--- src/rtl/counter_arbiter_defs.vh ---
// Shared encodings for the counter arbiter: FSM state values and default counter width.
`ifndef COUNTER_ARBITER_DEFS_VH
`define COUNTER_ARBITER_DEFS_VH
`define CA_ST_IDLE    1'b0
`define CA_ST_RUN     1'b1
`define CA_DEFAULT_CW 4
`endif

--- src/rtl/counter_arbiter_pkg.sv ---
// Types and helpers shared by the counter arbiter and its bench.
package counter_arbiter_pkg;
  `include "counter_arbiter_defs.vh"

  localparam int CW_DEFAULT = `CA_DEFAULT_CW;

  typedef enum logic {
    ST_IDLE = `CA_ST_IDLE,
    ST_RUN  = `CA_ST_RUN
  } state_e;

  // Two-requester round-robin: the favoured one wins a tie, a lone requester always wins.
  function automatic logic rr_pick(input logic [1:0] r, input logic fav);
    if (r[0] && r[1]) return fav;
    return r[1];
  endfunction
endpackage

--- src/rtl/down_counter.sv ---
// Loadable down-counter that saturates at zero; load wins over enable.
module down_counter #(
  parameter int CW = 4
) (
  input  logic          clk,
  input  logic          rst,
  input  logic          load,
  input  logic          en,
  input  logic [CW-1:0] din,
  output logic [CW-1:0] q
);
  logic [CW-1:0] q_q, q_d;

  always_comb begin
    q_d = q_q;
    if (load)                  q_d = din;
    else if (en && q_q != '0)  q_d = q_q - 1'b1;
  end

  always_ff @(posedge clk or negedge rst) begin
    if (!rst) q_q <= '0;
    else      q_q <= q_d;
  end

  assign q = q_q;
endmodule

--- src/rtl/counter_arbiter.sv ---
// Two-requester round-robin arbiter; each grant lasts len+1 cycles, timed by a shared down-counter.
module counter_arbiter
  import counter_arbiter_pkg::*;
#(
  parameter int CW   = CW_DEFAULT,
  parameter int NREQ = 2
) (
  input  logic               clk,
  input  logic               rst,
  input  logic [NREQ-1:0]    req,
  input  logic [NREQ*CW-1:0] len,
  output logic [NREQ-1:0]    gnt,
  output logic [NREQ-1:0]    done,
  output logic               busy,
  output logic [CW-1:0]      cnt
);
  state_e          state_q, state_d;
  logic            ptr_q, ptr_d;
  logic            win_q, win_d;
  logic [NREQ-1:0] gnt_q, gnt_d;
  logic            ld, en, pick;
  logic [CW-1:0]   din;

  assign pick = rr_pick(req[1:0], ptr_q);

  always_comb begin
    state_d = state_q;
    ptr_d   = ptr_q;
    win_d   = win_q;
    gnt_d   = gnt_q;
    ld      = 1'b0;
    en      = 1'b0;
    din     = '0;
    done    = '0;
    case (state_q)
      ST_IDLE: begin
        if (|req[1:0]) begin
          win_d       = pick;
          gnt_d       = '0;
          gnt_d[pick] = 1'b1;
          ptr_d       = ~pick;
          ld          = 1'b1;
          din         = pick ? len[CW +: CW] : len[0 +: CW];
          state_d     = ST_RUN;
        end
      end
      ST_RUN: begin
        if (!req[win_q] || cnt == '0) begin
          // Abort and normal completion both drop the grant and clear the counter;
          // only completion with the request still held reports done.
          if (req[win_q]) done = gnt_q;
          gnt_d   = '0;
          ld      = 1'b1;
          state_d = ST_IDLE;
        end else begin
          en = 1'b1;
        end
      end
      default: state_d = ST_IDLE;
    endcase
  end

  always_ff @(posedge clk or negedge rst) begin
    if (!rst) begin
      state_q <= ST_IDLE;
      ptr_q   <= 1'b0;
      win_q   <= 1'b0;
      gnt_q   <= '0;
    end else begin
      state_q <= state_d;
      ptr_q   <= ptr_d;
      win_q   <= win_d;
      gnt_q   <= gnt_d;
    end
  end

  down_counter #(.CW(CW)) u_cnt (
    .clk  (clk),
    .rst  (rst),
    .load (ld),
    .en   (en),
    .din  (din),
    .q    (cnt)
  );

  assign gnt  = gnt_q;
  assign busy = (state_q == ST_RUN);
endmodule

--- config.mk ---
export PLATFORM = sky130hd
export DESIGN_NAME = counter_arbiter
export DESIGN_NICKNAME = d
export VERILOG_FILES = /design/src/rtl/counter_arbiter_pkg.sv /design/src/rtl/down_counter.sv /design/src/rtl/counter_arbiter.sv
export VERILOG_INCLUDE_DIRS = /design/src /design/src/rtl
export SDC_FILE = /design/constraint.sdc
export NUM_CORES = 1
export LEC_CHECK = 0
export ABC_AREA = 1
export CAP_MARGIN = 10
export CORE_ASPECT_RATIO = 1.1
export CORE_UTILIZATION = 40
export CTS_CLUSTER_DIAMETER = 50
export CTS_CLUSTER_SIZE = 20
export DETAILED_ROUTE_END_ITERATION = 12
export PLACE_DENSITY = 0.71
export SYNTH_ARGS = -nofsm -noshare
export SYNTH_HDL_FRONTEND = slang
export SYNTH_HIERARCHICAL = 1
export SYNTH_SLANG_ARGS = --single-unit
--- constraint.sdc ---
create_clock -name clk -period 3.6 [get_ports clk]
set_input_delay 0.72 -clock clk [delete_from_list [all_inputs] [get_ports clk]]
set_output_delay 0.72 -clock clk [all_outputs]
set_load 0.02 [all_outputs]
# Word level (Yosys, flattened, before mapping)
# Index checks and enable logic that the tools add are counted.
# W data, S select, Z words.
[classes]
n_reduce_logical = 11
n_eq_ne = 2
multipliers = 0
n_div = 0
n_bitwise = 2
shifts = 0
n_addsub = 1
magnitude_cmp = 3
mux = 24
[op_table]
columns = ["operator", "n"]
rows = [
  ["$mux W4", 5],
  ["$mux W1", 10],
  ["$mux W2", 5],
  ["$logic_not A4 Y1", 1],
  ["$lt A1 B2 Y1 const B", 2],
  ["$pmux W1 S2", 2],
  ["$pmux W2 S2", 1],
  ["$reduce_and A2 Y1", 2],
  ["$reduce_bool A4 Y1", 1],
  ["$sub A4 B1 Y4 const B", 1],
  ["$logic_and A1 B1 Y1", 3],
  ["$ne A2 B1 Y1 const B", 1],
  ["$ne A2 B2 Y1 const B", 1],
  ["$not A1 Y1", 2],
  ["$reduce_bool A2 Y1", 1],
  ["$reduce_or A2 Y1", 1],
  ["$demux W1 S1", 1],
  ["$ge A1 B1 Y1 const B", 1],
  ["$logic_not A1 Y1", 1],
  ["$logic_or A1 B1 Y1", 1],
]
[word_totals]
regBits = 9
mem_bits_rw = 0
wordCells = 48
mem_bits_ro = 0
latchBits = 0
in_bits = 12
out_inout_bits = 9
mem_count = 0

# Logic depth before layout (Yosys ltp)
[logic_depth]
depth_word = 9
ltp_mapped = 11
depth_no_buf = 11

# Modules after synthesis
# Netlist, hierarchy kept.
[by_module_without_submodules]
columns = ["module", "instances", "cells_per_inst", "area_each_um2"]
rows = [
  ["counter_arbiter", 1, 48, 362.8],
  ["down_counter", 1, 45, 281.5],
]

# Worst setup path after synthesis
# No wires, ideal clock.
[synth_path]
path_type = "input to output"
from = "in req[0]"
to = "out done[0]"
path_slack_ns = 1.596
stages = 5
arrival_time_ns = 1.284
cell_sequence = "nand2_1 -> nand2_2 -> nand2_4 -> nand2_4 -> nor2_1"
[synth_between]
elab_chain_cells = 6
word_cells_on_any_way = 7
cone_classes = "mux: 5; reduce/logical: 2"
[synth_lines]
columns = ["item", "line", "rtl"]
rows = [
  ["from (decl)", "counter_arbiter.sv:10", "input logic [NREQ-1:0] req,"],
  ["$mux W1 (implied by the code) * (2 in a row)", "counter_arbiter.sv:48, counter_arbiter.sv:51", ""],
  ["$logic_not A1 Y1", "counter_arbiter.sv:48", "if (!req[win_q] || cnt == '0) begin"],
  ["$logic_or A1 B1 Y1", "counter_arbiter.sv:48", ""],
  ["$mux W2 *", "counter_arbiter.sv:48", ""],
  ["$mux W2 *", "counter_arbiter.sv:35", "case (state_q)"],
  ["to (decl)", "counter_arbiter.sv:13", "output logic [NREQ-1:0] done,"],
]
# Mark *: on every way between the ends. The rest lies on a longest branch, timed or not. The select of a mux whose other input is x is not followed.

# Worst setup path in the final report
[layout_path]
from = "in req[1]"
to = "out done[1]"
# The elaborated chain is that of the path after synthesis.

==> qor.txt <==
CLOCK NETWORK
-----------------------------------------------------------------------------------------------------------------
Maximum count of clock buffers along a single path .................................................            2
Clock H-tree levels ................................................................................            1
Latest clock arrival within the worst-skew pair ....................................................      0.27 ns
Clock tree root buffer cell ........................................................................ sky130_fd_sc_hd__clkbuf_4
Number of buffers inserted by post-CTS setup repair ................................................            0
TritonCTS clock tree ...............................................................................        built
Cells resized by post-CTS repair ...................................................................            0
Hold buffer count at cts ...........................................................................            0
Total clock buffers created by CTS .................................................................            3
Clock transition at path regs ......................................................................      0.07 ns
TritonCTS Sinks ....................................................................................            9

SYNTH
-----------------------------------------------------------------------------------------------------------------
Seq cells post-synth ...............................................................................            9
Area share of the largest cell type after synthesis ................................................        0.350
Post-synthesis instance area .......................................................................     644 um^2
Area share of and/or/nand/nor cells after synthesis ................................................        0.480
Synthesis warning total ............................................................................            6
Post-Synth XOR/XNOR Area ...........................................................................            0
Average cell area after synthesis ..................................................................    6.93 um^2
Top cells by area in the synthesized netlist ....................................................... sky130_fd_sc_hd__dfrtp_1 (35%), sky130_fd_sc_hd__nand2_1 (23%), sky130_fd_sc_hd__nand3_1 (5.4%), sky130_fd_sc_hd__o21ai_4 (5.0%), sky130_fd_sc_hd__nor2_1 (4.7%)
Number of different library cells in the post-synthesis netlist ....................................           16
Complex-gate fraction of the synthesized area ......................................................       0.0874
Share of synthesized area spent on multiplexers ....................................................            0
Combinational family with the most area after synthesis ............................................ simple AND/OR/NAND/NOR gates
Gate count after technology mapping ................................................................           93
Syn_nets ...........................................................................................          106
Register area share after synthesis ................................................................        0.350
Arithmetic-cell share of the synthesized area counting full adders, half adders and majority gates .       0.0194
Most area-hungry cell type in the Yosys netlist .................................................... sky130_fd_sc_hd__dfrtp_1

ROUTING
-----------------------------------------------------------------------------------------------------------------
TritonRoute pass-1 iters ...........................................................................            4
Number of remaining DRC errors .....................................................................            0
Initial DRC count ..................................................................................           12
Total Wirelength ...................................................................................      1.40 mm
Total number of vias ...............................................................................          627
Average via count per standard cell ................................................................         4.71
Remaining number of nets flagged by the antenna check after routing ................................            0
DR WL/cell .........................................................................................      10.5 um

STA
-----------------------------------------------------------------------------------------------------------------
Achievable Freq ....................................................................................      326 MHz
Unrepaired setup endpoints after global routing ....................................................        false
Final-report hold violation count ..................................................................            0
Worst Tran Pin Value ...............................................................................     0.438 ns
Final clock period utilization by the worst path ...................................................        0.852
Max-slew violations ................................................................................            0
Min Clock Period, post-route .......................................................................      3.07 ns
Headroom to the max-slew limit .....................................................................        0.707
Setup total negative slack .........................................................................         0 ns
Final setup viols ..................................................................................            0
Final Skew .........................................................................................    0.0116 ns

FLOORPLANNING
-----------------------------------------------------------------------------------------------------------------
Initial cell density of the core ...................................................................        0.449
Die height .........................................................................................      44.1 um
Area of the core region ............................................................................    1440 um^2
Die Width ..........................................................................................      40.3 um
Number of placed I/O pins ..........................................................................           21
Area of the die ....................................................................................    1780 um^2
Core Rows ..........................................................................................           14

GLOBAL ROUTE
-----------------------------------------------------------------------------------------------------------------
Overall fraction of global-route tracks in use .....................................................        0.180
Number of antenna violations at the first check in global routing ..................................            0
Global-route wire length before repair .............................................................      2.10 mm
Pin count of the biggest net entering global routing ...............................................           10
Vias in the first global route .....................................................................          522
GRT Residual Overflow ..............................................................................            0

PLACE
-----------------------------------------------------------------------------------------------------------------
Number of placed instances, taps included ..........................................................          129
Routability congestion estimate from global placement ..............................................        0.775
IO buf count .......................................................................................           20
HPWL after DPL .....................................................................................      1.10 mm

LAYOUT
-----------------------------------------------------------------------------------------------------------------
Commonest non-fill, non-tap cells in the layout .................................................... sky130_fd_sc_hd__nand2_1 (40), sky130_fd_sc_hd__clkdlybuf4s50_1 (20), sky130_fd_sc_hd__dfrtp_1 (9)
Area growth, synth to finish .......................................................................        38.4%
Layout cell share with drive strength beyond 1 .....................................................        0.179
Cell Count, Final, Fillers Out .....................................................................          133
Filler cell count ..................................................................................          144
Most common cell after layout, fill and taps aside ................................................. sky130_fd_sc_hd__nand2_1
ANT cells ..........................................................................................            0
NumNets Final ......................................................................................          131

OUTCOME
-----------------------------------------------------------------------------------------------------------------
Result of the run .................................................................................. finished clean

POWER
-----------------------------------------------------------------------------------------------------------------
Worst vdd rail ir drop .............................................................................       367 uV
Leakage power ......................................................................................  0.000449 uW
Pwr dens ...........................................................................................  856 nW/um^2

SETUP PATH
-----------------------------------------------------------------------------------------------------------------
Startpoint type of the worst setup path ............................................................    input pin
Endpoint arrival time on the critical path .........................................................      2.35 ns
Top fanout value on the critical path ..............................................................            5
Required arrival time at the worst endpoint ........................................................      2.88 ns
Crit. End Element ..................................................................................   output pin
Setup Crit Path Kind ............................................................................... input pin to output pin

RUN
-----------------------------------------------------------------------------------------------------------------
Max Cap Viol .......................................................................................            0

HOLD PATH
-----------------------------------------------------------------------------------------------------------------
Worst min-delay path category ...................................................................... register to register

## cell families after synthesis
group / count (synthesis)
adders and majority gates: 1
DFF: 9
buffers and inverters: 11
and+or+nand+nor: 66
AOI/OAI and AO/OA: 6
## routing by layer
| metal | GRT usage | vias to the layer above | routed length [um] |
|---|---|---|---|
| li1 | - | 337 | - |
| met1 | 0.230 | 274 | 683 |
| met2 | 0.261 | 14 | 661 |
| met3 | 0.0452 | 2 | 39 |
| met4 | 0.120 | 0 | 12 |
| met5 | 0 | - | 0 |
## cell usage after synthesis
cell	count
sky130_fd_sc_hd__o21ai_0	2
sky130_fd_sc_hd__nor2_4	1
sky130_fd_sc_hd__inv_1	6
sky130_fd_sc_hd__nand3_2	2
sky130_fd_sc_hd__o21ai_4	2
sky130_fd_sc_hd__nor2_1	8
sky130_fd_sc_hd__inv_2	5
sky130_fd_sc_hd__nand3_1	7
sky130_fd_sc_hd__nand2_1	40
sky130_fd_sc_hd__nand2_2	4
sky130_fd_sc_hd__nand2_4	2
sky130_fd_sc_hd__o21ai_2	1
sky130_fd_sc_hd__dfrtp_1	9
sky130_fd_sc_hd__ha_1	1
sky130_fd_sc_hd__nand3b_1	2
sky130_fd_sc_hd__o21ai_1	1
## critical path: stages
cell,delay [ns]
sky130_fd_sc_hd__clkdlybuf4s50_1,0.52
sky130_fd_sc_hd__nand2_2,0.10
sky130_fd_sc_hd__nand2_2,0.08
sky130_fd_sc_hd__nand2_4,0.08
sky130_fd_sc_hd__nand2_4,0.07
sky130_fd_sc_hd__nor2_1,0.13
sky130_fd_sc_hd__clkdlybuf4s50_1,0.64
## metrics by stage
step | total power (uW) | hold WS [ns] | cell area [um^2] | util | setup WS (ns)
after floorplan | 531 | 0.424 | 644 | - | 1.60
after global placement | 672 | 0.531 | 865 | 0.602 | 0.622
after detailed placement | 680 | 0.535 | 865 | 0.602 | 0.522
after CTS | 767 | 0.548 | 892 | 0.621 | 0.521
after global routing | 827 | 0.577 | 892 | 0.621 | 0.485
final | 763 | 0.545 | 892 | 0.621 | 0.533
## worst paths after layout
check	startpoint	end	slack, ns	cells after the start
max	req[1]	done[1]	0.53	7
min	gnt[0]	gnt[0]	0.55	2
min in group asynchronous	rst	gnt[1]	0.75	1
max reg2reg	u_cnt/q[2]	u_cnt/q[2]	2.13	10
max in group asynchronous	rst	u_cnt/q[1]	2.53	1
min reg2reg	gnt[0]	gnt[0]	0.55	2
## sequential cells by signal, indices dropped and copies added (netlist names)
signal   cells
busy         1
ptr_q        1
win_q        1
u_cnt/q      4
gnt          2
## power breakdown
| group | switching [uW] | internal (uW) | leakage, uW |
|---|---|---|---|
| sequential | 59.5 | 149 | 0.000112 |
| clock | 40.4 | 41.1 | 0.0000177 |
| combinational | 282 | 192 | 0.000319 |
## area by class of cell
type | instances | area [um^2] | area share
clock buffer | 3 | 22.5 | 0.0252
clock inverter | 1 | 5.00 | 0.00561
inverter | 11 | 41.3 | 0.0463
multi-input combinational | 73 | 378 | 0.424
sequential | 9 | 225 | 0.252
tap | 16 | 20.0 | 0.0224
timing repair buffer | 20 | 200 | 0.224
Note: power is estimated with default switching activity, not from simulation.
